--- config.mk ---
export PLATFORM = sky130hd
export DESIGN_NAME = chimera_cluster_ctrl_apb_flat
export DESIGN_NICKNAME = d
export VERILOG_FILES = /design/src/rtl/chimera_pkg.sv /design/src/rtl/chimera_cluster_ctrl_apb_if.sv /design/src/rtl/chimera_rst_pulse.sv /design/src/rtl/chimera_cluster_ctrl_apb.sv /design/src/flat_wrapper.sv
export SDC_FILE = /design/constraint.sdc
export NUM_CORES = 1
export LEC_CHECK = 0
export CAP_MARGIN = 20
export CORE_MARGIN = 5
export CORE_UTILIZATION = 43
export DETAILED_ROUTE_END_ITERATION = 12
export GPL_ROUTABILITY_DRIVEN = 0
export GPL_TIMING_DRIVEN = 0
export PLACE_DENSITY = 0.92
export SLEW_MARGIN = 20
export SYNTH_ARGS = -nofsm -noshare
export SYNTH_HDL_FRONTEND = slang
export SYNTH_SLANG_ARGS = --single-unit
--- constraint.sdc ---
create_clock -name clk_i -period 7.1 [get_ports clk_i]
set_clock_uncertainty 0.15 [all_clocks]
set_input_delay 2.13 -clock clk_i [delete_from_list [all_inputs] [get_ports clk_i]]
set_output_delay 2.13 -clock clk_i [all_outputs]
set_load 0.03 [all_outputs]
--- src/rtl/chimera_pkg.sv ---
// rtl/chimera_pkg.sv - shared APB types, register map and window constants for the cluster controller
package chimera_pkg;

  typedef logic [31:0] addr_t;
  typedef logic [31:0] data_t;
  typedef logic [3:0]  strb_t;

  typedef struct packed {
    logic       psel;
    logic       penable;
    logic       pwrite;
    addr_t      paddr;
    data_t      pwdata;
    strb_t      pstrb;
    logic [2:0] pprot;
  } apb_req_t;

  typedef struct packed {
    logic  pready;
    data_t prdata;
    logic  pslverr;
  } apb_resp_t;

  typedef enum logic [0:0] {
    StIdle,
    StSettle
  } ctrl_state_e;

  localparam addr_t TopLevelStart = 32'h3000_1000;
  localparam addr_t TopLevelEnd   = 32'h3000_1FFF;

  // Only the offset inside the window is decoded; the demux has already matched the base.
  localparam int unsigned RegOffsetBits = $clog2(TopLevelEnd - TopLevelStart + 1);
  typedef logic [RegOffsetBits-1:0] reg_off_t;

  localparam reg_off_t RegClkEn   = 'h000;
  localparam reg_off_t RegSoftRst = 'h004;
  localparam reg_off_t RegStatus  = 'h008;
  localparam reg_off_t RegId      = 'h00C;

  function automatic data_t strb_to_mask(strb_t strb);
    data_t mask;
    for (int b = 0; b < 4; b++) begin
      mask[8*b +: 8] = {8{strb[b]}};
    end
    return mask;
  endfunction

endpackage

--- src/rtl/chimera_cluster_ctrl_apb_if.sv ---
// rtl/chimera_cluster_ctrl_apb_if.sv - APB completer bundle between the SoC register demux and the cluster controller
interface chimera_cluster_ctrl_apb_if;
  import chimera_pkg::*;

  logic       psel_i;
  logic       penable_i;
  logic       pwrite_i;
  addr_t      paddr_i;
  data_t      pwdata_i;
  strb_t      pstrb_i;
  logic [2:0] pprot_i;
  logic       pready_o;
  data_t      prdata_o;
  logic       pslverr_o;

  modport master (
    output psel_i, penable_i, pwrite_i, paddr_i, pwdata_i, pstrb_i, pprot_i,
    input  pready_o, prdata_o, pslverr_o
  );

  modport slave (
    input  psel_i, penable_i, pwrite_i, paddr_i, pwdata_i, pstrb_i, pprot_i,
    output pready_o, prdata_o, pslverr_o
  );

endinterface

--- src/rtl/chimera_rst_pulse.sv ---
// rtl/chimera_rst_pulse.sv - reset stretcher: busy for exactly Cycles cycles after start, restartable
module chimera_rst_pulse #(
  parameter int unsigned Cycles = 16
) (
  input  logic clk_i,
  input  logic rst_i,
  input  logic start_i,
  output logic busy_o
);

  localparam int unsigned CntW = $clog2(Cycles + 1);

  logic [CntW-1:0] r_cnt;
  logic            r_busy;

  // Power-on loads one extra count so the cluster releases Cycles cycles after rst_i drops.
  always_ff @(posedge clk_i) begin
    if (rst_i) begin
      r_cnt  <= CntW'(Cycles);
      r_busy <= 1'b1;
    end else if (start_i) begin
      r_cnt  <= CntW'(Cycles - 1);
      r_busy <= 1'b1;
    end else if (r_busy) begin
      if (r_cnt == '0) begin
        r_busy <= 1'b0;
      end else begin
        r_cnt <= r_cnt - CntW'(1);
      end
    end
  end

  assign busy_o = r_busy;

endmodule

--- src/rtl/chimera_cluster_ctrl_apb.sv ---
// rtl/chimera_cluster_ctrl_apb.sv - APB completer owning per-cluster clock enables and soft resets
module chimera_cluster_ctrl_apb
  import chimera_pkg::*;
#(
  parameter int unsigned NumClusters  = 5,
  parameter int unsigned SettleCycles = 4,
  parameter int unsigned RstCycles    = 16,
  parameter data_t       ChimeraId    = 32'hC41E_0001
) (
  input  logic                       clk_i,
  input  logic                       rst_i,
  chimera_cluster_ctrl_apb_if.slave  apb,
  output logic [NumClusters-1:0]     cluster_clk_en_o,
  output logic [NumClusters-1:0]     cluster_rst_o
);

  localparam int unsigned SettleW = $clog2(SettleCycles + 1);
  typedef logic [SettleW-1:0] settle_cnt_t;

  apb_req_t               w_req;
  apb_resp_t              w_resp;
  ctrl_state_e            r_state, w_state_nxt;
  settle_cnt_t            r_settle_cnt, w_settle_nxt;
  logic [NumClusters-1:0] r_clk_en, w_clk_en_nxt, w_clk_en_new, w_start;
  reg_off_t               w_offset;
  data_t                  w_mask, w_wr_masked, w_rst_req, w_clk_en_ext, w_status;
  logic                   w_access;
  logic                   w_unused;

  assign w_req = '{psel: apb.psel_i, penable: apb.penable_i, pwrite: apb.pwrite_i,
                   paddr: apb.paddr_i, pwdata: apb.pwdata_i, pstrb: apb.pstrb_i,
                   pprot: apb.pprot_i};

  assign w_offset     = w_req.paddr[RegOffsetBits-1:0];
  assign w_access     = w_req.psel & w_req.penable;
  assign w_mask       = strb_to_mask(w_req.pstrb);
  assign w_clk_en_ext = data_t'(r_clk_en);
  assign w_wr_masked  = (w_clk_en_ext & ~w_mask) | (w_req.pwdata & w_mask);
  assign w_rst_req    = w_req.pwdata & w_mask;
  assign w_clk_en_new = w_wr_masked[NumClusters-1:0];
  assign w_status     = data_t'(cluster_rst_o) | {r_state == StSettle, 31'b0};
  assign w_unused     = ^{w_req.paddr, w_req.pprot, w_wr_masked, w_rst_req};

  always_comb begin
    w_state_nxt  = r_state;
    w_settle_nxt = r_settle_cnt;
    w_clk_en_nxt = r_clk_en;
    w_start      = '0;
    w_resp       = '0;
    case (r_state)
      StIdle: begin
        if (w_access) begin
          // Changing any gate enable stalls the write so the gates settle before completion.
          if (w_req.pwrite && (w_offset == RegClkEn) && (w_clk_en_new != r_clk_en)) begin
            w_clk_en_nxt = w_clk_en_new;
            w_settle_nxt = settle_cnt_t'(SettleCycles - 1);
            w_state_nxt  = StSettle;
          end else begin
            w_resp.pready = 1'b1;
            case (w_offset)
              RegClkEn: begin
                if (!w_req.pwrite) w_resp.prdata = w_clk_en_ext;
              end
              RegSoftRst: begin
                if (w_req.pwrite) w_start = w_rst_req[NumClusters-1:0];
              end
              RegStatus: begin
                if (w_req.pwrite) w_resp.pslverr = 1'b1;
                else              w_resp.prdata  = w_status;
              end
              RegId: begin
                if (w_req.pwrite) w_resp.pslverr = 1'b1;
                else              w_resp.prdata  = ChimeraId;
              end
              default: w_resp.pslverr = 1'b1;
            endcase
          end
        end
      end
      StSettle: begin
        if (r_settle_cnt == '0) begin
          // A requester that abandoned the transfer gets no ready pulse.
          w_resp.pready = w_access;
          w_state_nxt   = StIdle;
        end else begin
          w_settle_nxt = r_settle_cnt - settle_cnt_t'(1);
        end
      end
      default: w_state_nxt = StIdle;
    endcase
  end

  always_ff @(posedge clk_i) begin
    if (rst_i) begin
      r_state      <= StIdle;
      r_settle_cnt <= '0;
      r_clk_en     <= '0;
    end else begin
      r_state      <= w_state_nxt;
      r_settle_cnt <= w_settle_nxt;
      r_clk_en     <= w_clk_en_nxt;
    end
  end

  for (genvar g = 0; g < NumClusters; g++) begin : g_rst
    chimera_rst_pulse #(
      .Cycles(RstCycles)
    ) u_rst_pulse (
      .clk_i  (clk_i),
      .rst_i  (rst_i),
      .start_i(w_start[g]),
      .busy_o (cluster_rst_o[g])
    );
  end

  assign cluster_clk_en_o = r_clk_en;
  assign apb.pready_o     = w_resp.pready & ~rst_i;
  assign apb.prdata_o     = rst_i ? '0 : w_resp.prdata;
  assign apb.pslverr_o    = w_resp.pslverr & ~rst_i;

endmodule

--- src/flat_wrapper.sv ---
// flat-port wrapper written by rule: the top's interface ports become plain ports
module chimera_cluster_ctrl_apb_flat import chimera_pkg::*;
#(
  parameter int unsigned NumClusters  = 5,
  parameter int unsigned SettleCycles = 4,
  parameter int unsigned RstCycles    = 16,
  parameter data_t       ChimeraId    = 32'hC41E_0001
)
  (clk_i, rst_i, cluster_clk_en_o, cluster_rst_o, apb_psel_i, apb_penable_i, apb_pwrite_i, apb_paddr_i, apb_pwdata_i, apb_pstrb_i, apb_pprot_i, apb_pready_o, apb_prdata_o, apb_pslverr_o);
  chimera_cluster_ctrl_apb_if apb_i ();
  input  logic clk_i;
  input  logic rst_i;
  output logic [NumClusters-1:0] cluster_clk_en_o;
  output logic [NumClusters-1:0] cluster_rst_o;
  input wire logic [$bits(apb_i.psel_i)-1:0] apb_psel_i;
  input wire logic [$bits(apb_i.penable_i)-1:0] apb_penable_i;
  input wire logic [$bits(apb_i.pwrite_i)-1:0] apb_pwrite_i;
  input wire logic [$bits(apb_i.paddr_i)-1:0] apb_paddr_i;
  input wire logic [$bits(apb_i.pwdata_i)-1:0] apb_pwdata_i;
  input wire logic [$bits(apb_i.pstrb_i)-1:0] apb_pstrb_i;
  input wire logic [$bits(apb_i.pprot_i)-1:0] apb_pprot_i;
  output wire logic [$bits(apb_i.pready_o)-1:0] apb_pready_o;
  output wire logic [$bits(apb_i.prdata_o)-1:0] apb_prdata_o;
  output wire logic [$bits(apb_i.pslverr_o)-1:0] apb_pslverr_o;
  assign apb_i.psel_i = apb_psel_i;
  assign apb_i.penable_i = apb_penable_i;
  assign apb_i.pwrite_i = apb_pwrite_i;
  assign apb_i.paddr_i = apb_paddr_i;
  assign apb_i.pwdata_i = apb_pwdata_i;
  assign apb_i.pstrb_i = apb_pstrb_i;
  assign apb_i.pprot_i = apb_pprot_i;
  assign apb_pready_o = apb_i.pready_o;
  assign apb_prdata_o = apb_i.prdata_o;
  assign apb_pslverr_o = apb_i.pslverr_o;
  chimera_cluster_ctrl_apb #(.NumClusters(NumClusters), .SettleCycles(SettleCycles), .RstCycles(RstCycles), .ChimeraId(ChimeraId)) u_core (.clk_i(clk_i), .rst_i(rst_i), .apb(apb_i), .cluster_clk_en_o(cluster_clk_en_o), .cluster_rst_o(cluster_rst_o));
endmodule
==> Word level (Yosys, flattened, before mapping) <==
Cells that the tools add are included.
{ "word_totals": {"register_bits": 39, "elab_cells": 119, "inputBits": 76, "output_inout_bits": 44} }
{ "classes": {"n_eq_ne": 12, "n_reduce_logical": 28, "bitwise_logic": 10, "n_mux": 50, "add_sub_neg": 6} }
{ "op_table": {"columns": ["operator", "count"], "rows": [
  ["5-bit two-way mux", 21],
  ["32-bit two-way mux", 3],
  ["32-bit one-hot mux with 3 select lines", 1],
  ["34-bit two-way mux", 2],
  ["33-bit two-way mux", 1],
  ["5-bit by 32-bit OR with 32-bit output", 1],
  ["5-bit zero test", 5],
  ["5-bit by 1-bit subtractor with 5-bit output (second input constant)", 5],
  ["12-bit by 4-bit == test with 1-bit output (second input constant)", 2],
  ["1-bit two-way mux", 15],
  ["2-bit by 1-bit != test with 1-bit output (second input constant)", 7],
  ["2-bit OR reduction", 7],
  ["12-bit by 3-bit == test with 1-bit output (second input constant)", 1],
  ["12-bit zero test", 1],
  ["5-bit AND", 2],
  ["2-bit AND reduction", 5],
  ["2-bit nonzero test", 5],
  ["3-bit two-way mux", 3],
  ["1-bit one-hot mux with 2 select lines", 3],
  ["3-bit one-hot mux with 2 select lines", 1],
  ["3-bit AND reduction", 2],
  ["5-bit != test", 1],
  ["5-bit inverter", 1],
  ["5-bit OR", 1],
  ["6 further kinds", 10]
]} }

==> Longest topological paths before layout <==
{ "logic_depth": {"word_depth": 10, "depth_mapped": 7, "mapped_depth_nobuf": 6} }

==> Cells and area by module <==
From an unflattened synthesis, not the netlist that was laid out.
{ "unflattened": {"cells_unflattened": 264, "hier_area_um2": 2421.1} }
{ "modules_own_cells": {"columns": ["module", "n_inst", "area_each_um2", "seq_area_each_um2", "cells_per_inst"], "rows": [
  ["chimera_rst_pulse", 5, 296.5, 120.1, 30],
  ["chimera_cluster_ctrl_apb", 1, 938.4, 180.2, 114]
]} }

==> Worst setup path before layout <==
Ideal clock, no wire load.
{ "synth_timing": {"kind": "input port to output port", "from": "in apb_paddr_i[5]", "to": "out apb_prdata_o[18]", "t_arrival_ns": 4.793, "t_required_ns": 4.820, "slack_ns": 0.027, "path_buffers": 1, "cell_stages": 4, "cell_sequence": "or4_1 or3_4 nor4_1 buf_4"} }
{ "synth_via": {"elab_chain_len": 7, "elab_cells_between_ends": 10, "cone_classes": "eq/ne (2); mux (5); reduce/logical (3)"} }
{ "synth_lines": {"columns": ["item", "line", "text"], "rows": [
  ["from (decl)", "flat_wrapper.sv:18", "input wire logic [$bits(apb_i.paddr_i)-1:0] apb_paddr_i;"],
  ["branches (longest 3 deep; another with 32-bit one-hot mux with 3 select lines)", null, null],
  ["34-bit two-way mux *", "chimera_cluster_ctrl_apb.sv:54", "if (w_req.pwrite && (w_offset == RegClkEn) && (w_clk_en_new != r_clk_en)) begin"],
  ["34-bit two-way mux *", "chimera_cluster_ctrl_apb.sv:52", "if (w_access) begin"],
  ["33-bit two-way mux *", "chimera_cluster_ctrl_apb.sv:50", "case (r_state)"],
  ["32-bit two-way mux *", "chimera_cluster_ctrl_apb.sv:118", "assign apb.prdata_o = rst_i ? '0 : w_resp.prdata;"],
  ["to (decl)", "flat_wrapper.sv:23", "output wire logic [$bits(apb_i.prdata_o)-1:0] apb_prdata_o;"]
]} }
Mark *: on every way between the ends.

==> Final worst setup path <==
{ "layout_timing": {"from": "in apb_paddr_i[5]", "to": "out apb_prdata_o[1]"} }
Same word-level chain as after synthesis.

==> reports/metrics.cfg <==
[run_status]
status=complete, no violations

[routing]
vias=2037
vias_per_cell=4.98
ant_nets=0
drc=0
drtIter0Drc=142
dr.pass1.iters=4
avgRoutedWirePerCell_um=13.0
wirelength_um=5310

[synthesis]
synth_edf_count=0
avgSynthCellArea_um2=8.75
async_reset_ff_share_pct=0
synth_flop_cell=dfxtp_1
ys_seq_elements=39
netlist_area_um2=2340
synthCells=267
yosys.area.top_type=dfxtp_1
yosysWarnings=0
synth.area.top_cells=dfxtp_1, buf_4, ha_1, a21oi_1, xnor2_1
synth_top_area_share_pct=33.4
synth_seq_area_share_pct=33.4
synth_cell_types=39

[timing]
fin_ws_ns=0.144
worstMarginPinSlew_ns=0.614
grt_setup_unrepaired=no
finalSetupViolCount=0
fin_crit_sh_pct=98.0
hold_viol=0
max_freq_ghz=0.144
min_period_ns=6.96
finalMaxSlewViolations=0
relSlewSlack_pct=58.7

[critical_path]
cp-startpoint=apb_paddr_i[5]
end_kind=output port
crit_type=in2out
cp.arrival_ns=4.68
ff2ff_path_depth=6
worstPathRequired_ns=4.82
path_max_fanout=4
r2r_setup_slack_ns=4.98
cp-start-kind=primary input
timing.rr.end=u_core.g_rst[0].u_rst_pulse.r_cnt[1]
timing.rr.start=u_core.g_rst[0].u_rst_pulse.r_cnt[0]

[final_layout]
diodes=0
fillCellCount=475
fin_nets=427
area_growth_pct=31.0
drive_above_1_share_pct=16.8
fin_cells=409
mostFrequentLayoutCells=dfxtp_1, clkdlybuf4s50_1, buf_4
mostFrequentLayoutCell=dfxtp_1
final_util_pct=58.8

[place]
port_buffers=46
dpl.hpwl_um=4100
dp_cells=402
place_ws_ns=-0.362

[floorplanning]
coreArea_um2=5200
dieWidth_um=83.7
start_util_pct=44.9
die_h_um=83.7
row_count=26
io_pins=120
die_area_um2=7010

[clocking]
cts_root_buf=clkbuf_8
htreeDepth=2
cts_setup_buffers=0
clk_pin_slew_ns=0.07
clockBufferDepth=2
cts_tree=done
postCtsHoldBufs=0
clock_sinks=39
cts_buffers=5
worst_skew_pair.late_latency_ns=0.29

[pwr]
p_total_mw=0.905
p_leak_nw=1.38
p_int_mw=0.581
p_sw_mw=0.324
combPwrFrac_pct=46.0
p_seq_share_pct=37.4
ir_worst_vdd_mv=0.179
clockPowerShare_pct=16.7
powerDensity_nw_per_um2=296
swShare_pct=35.8

[global_route]
grt_pass1_vias=1928
grt_pass1_wl_um=8810
grt_overflow=0
grt_util_all_layers_pct=15.4
grt_max_degree=12
antenna_found_initial=0

[run]
drv_cap=0

[min_path]
min_from=u_core.r_settle_cnt[2]
hold-path-endpoint=u_core.r_settle_cnt[2]
whs_path_depth=2
hp-class=reg2reg

[through the flow]
stage | hold slack (ns) | area, um^2 | setup TNS [ns]
final | 0.333 | 3060 | 0
after global routing | 0.359 | 3060 | 0
after CTS | 0.335 | 3050 | 0
after detailed placement | 0.318 | 2960 | -2.38
after global placement | 0.314 | 2960 | -1.96
after floorplan | 0.303 | 2410 | 0
[per-layer routing]
metal / track usage [%] / up-vias / part of all wire [%]
met4: 5.70 / 0 / 1.3
met5: 0 / - / 0
li1: - / 1012 / -
met1: 17.3 / 962 / 43
met3: 4.34 / 7 / 5.6
met2: 27.3 / 56 / 50
[worst max-delay path by stage]
stage | endpoint | slack (ns) | cells past startpoint
5_1_grt | apb_prdata_o[1] | 0.05 | 6
6_report | apb_prdata_o[1] | 0.14 | 6
3_5_place_dp | apb_prdata_o[18] | -0.36 | 6
4_1_cts | apb_prdata_o[18] | 0.03 | 6
2_1_floorplan | apb_prdata_o[18] | 0.03 | 4
3_3_place_gp | apb_prdata_o[26] | -0.29 | 6
[flip-flops by register name, indices dropped and copies added (netlist names)]
signal	count
u_core.g_rst.u_rst_pulse.busy_o	5
u_core.r_state	1
u_core.r_settle_cnt	3
u_core.g_rst.u_rst_pulse.r_cnt	25
u_core.cluster_clk_en_o	5
[critical path, stage by stage]
cell             delay, ns
clkdlybuf4s50_1       0.39
or4_1                 0.58
or3_4                 0.45
or4_4                 0.54
nor2_1                0.16
dlygate4sd2_1         0.42
[power groups by stage]
stage	clock network [mW]	registers [mW]	logic, mW
6_report	0.151	0.338	0.416
4_1_cts	0.155	0.337	0.419
3_3_place_gp	0	0.337	0.397
5_1_grt	0.164	0.346	0.471
2_1_floorplan	0	0.327	0.344
3_5_place_dp	0	0.341	0.416
[cell families after synthesis]
| family | count (synthesis) | synth area share (%) |
|---|---|---|
| xor gates and xnor gates | 22 | 8.25 |
| DFF | 39 | 33.4 |
| muxes | 15 | 6.75 |
| buffers and inverters | 51 | 13.1 |
| other | 1 | 0.161 |
| adders and majority gates | 12 | 6.43 |
| AOI/OAI and AO/OA | 36 | 9.64 |
| and+or+nand+nor | 91 | 22.3 |
[Yosys cell counts (all sizes together), types with 2 or more instances]
cell type	number
buf	32
or3	2
o211a	2
dfxtp	39
o31a	2
a21oi	21
nor2	11
nand4	3
or4	3
nor3	9
ha	12
nand2b	10
mux2	6
xnor2	11
or2	3
xor2	11
a21o	5
nand3	15
inv	13
nand3b	6
nor4	5
a31oi	2
or4b	5
mux2i	9
clkbuf	6
nand2	15
[area by class of cell]
class	instances	area (um^2)	area share (%)
Multi-Input combinational cell	196	1340	43.7
Sequential cell	39	781	25.5
Inverter	13	48.8	1.60
Clock inverter	1	5.00	0.164
Clock buffer	6	82.6	2.70
Timing Repair Buffer	46	462	15.1
Tap cell	70	87.6	2.86
Buffer	38	256	8.38
[timing repair]
action | 4_1_cts | 5_1_grt
setup endpoints to repair | 10 | 5
gates resized for setup | 7 | 3
hold endpoints to repair | 0 | 0
pin swaps | 0 | 1
Power figures use the tool's default switching activity.
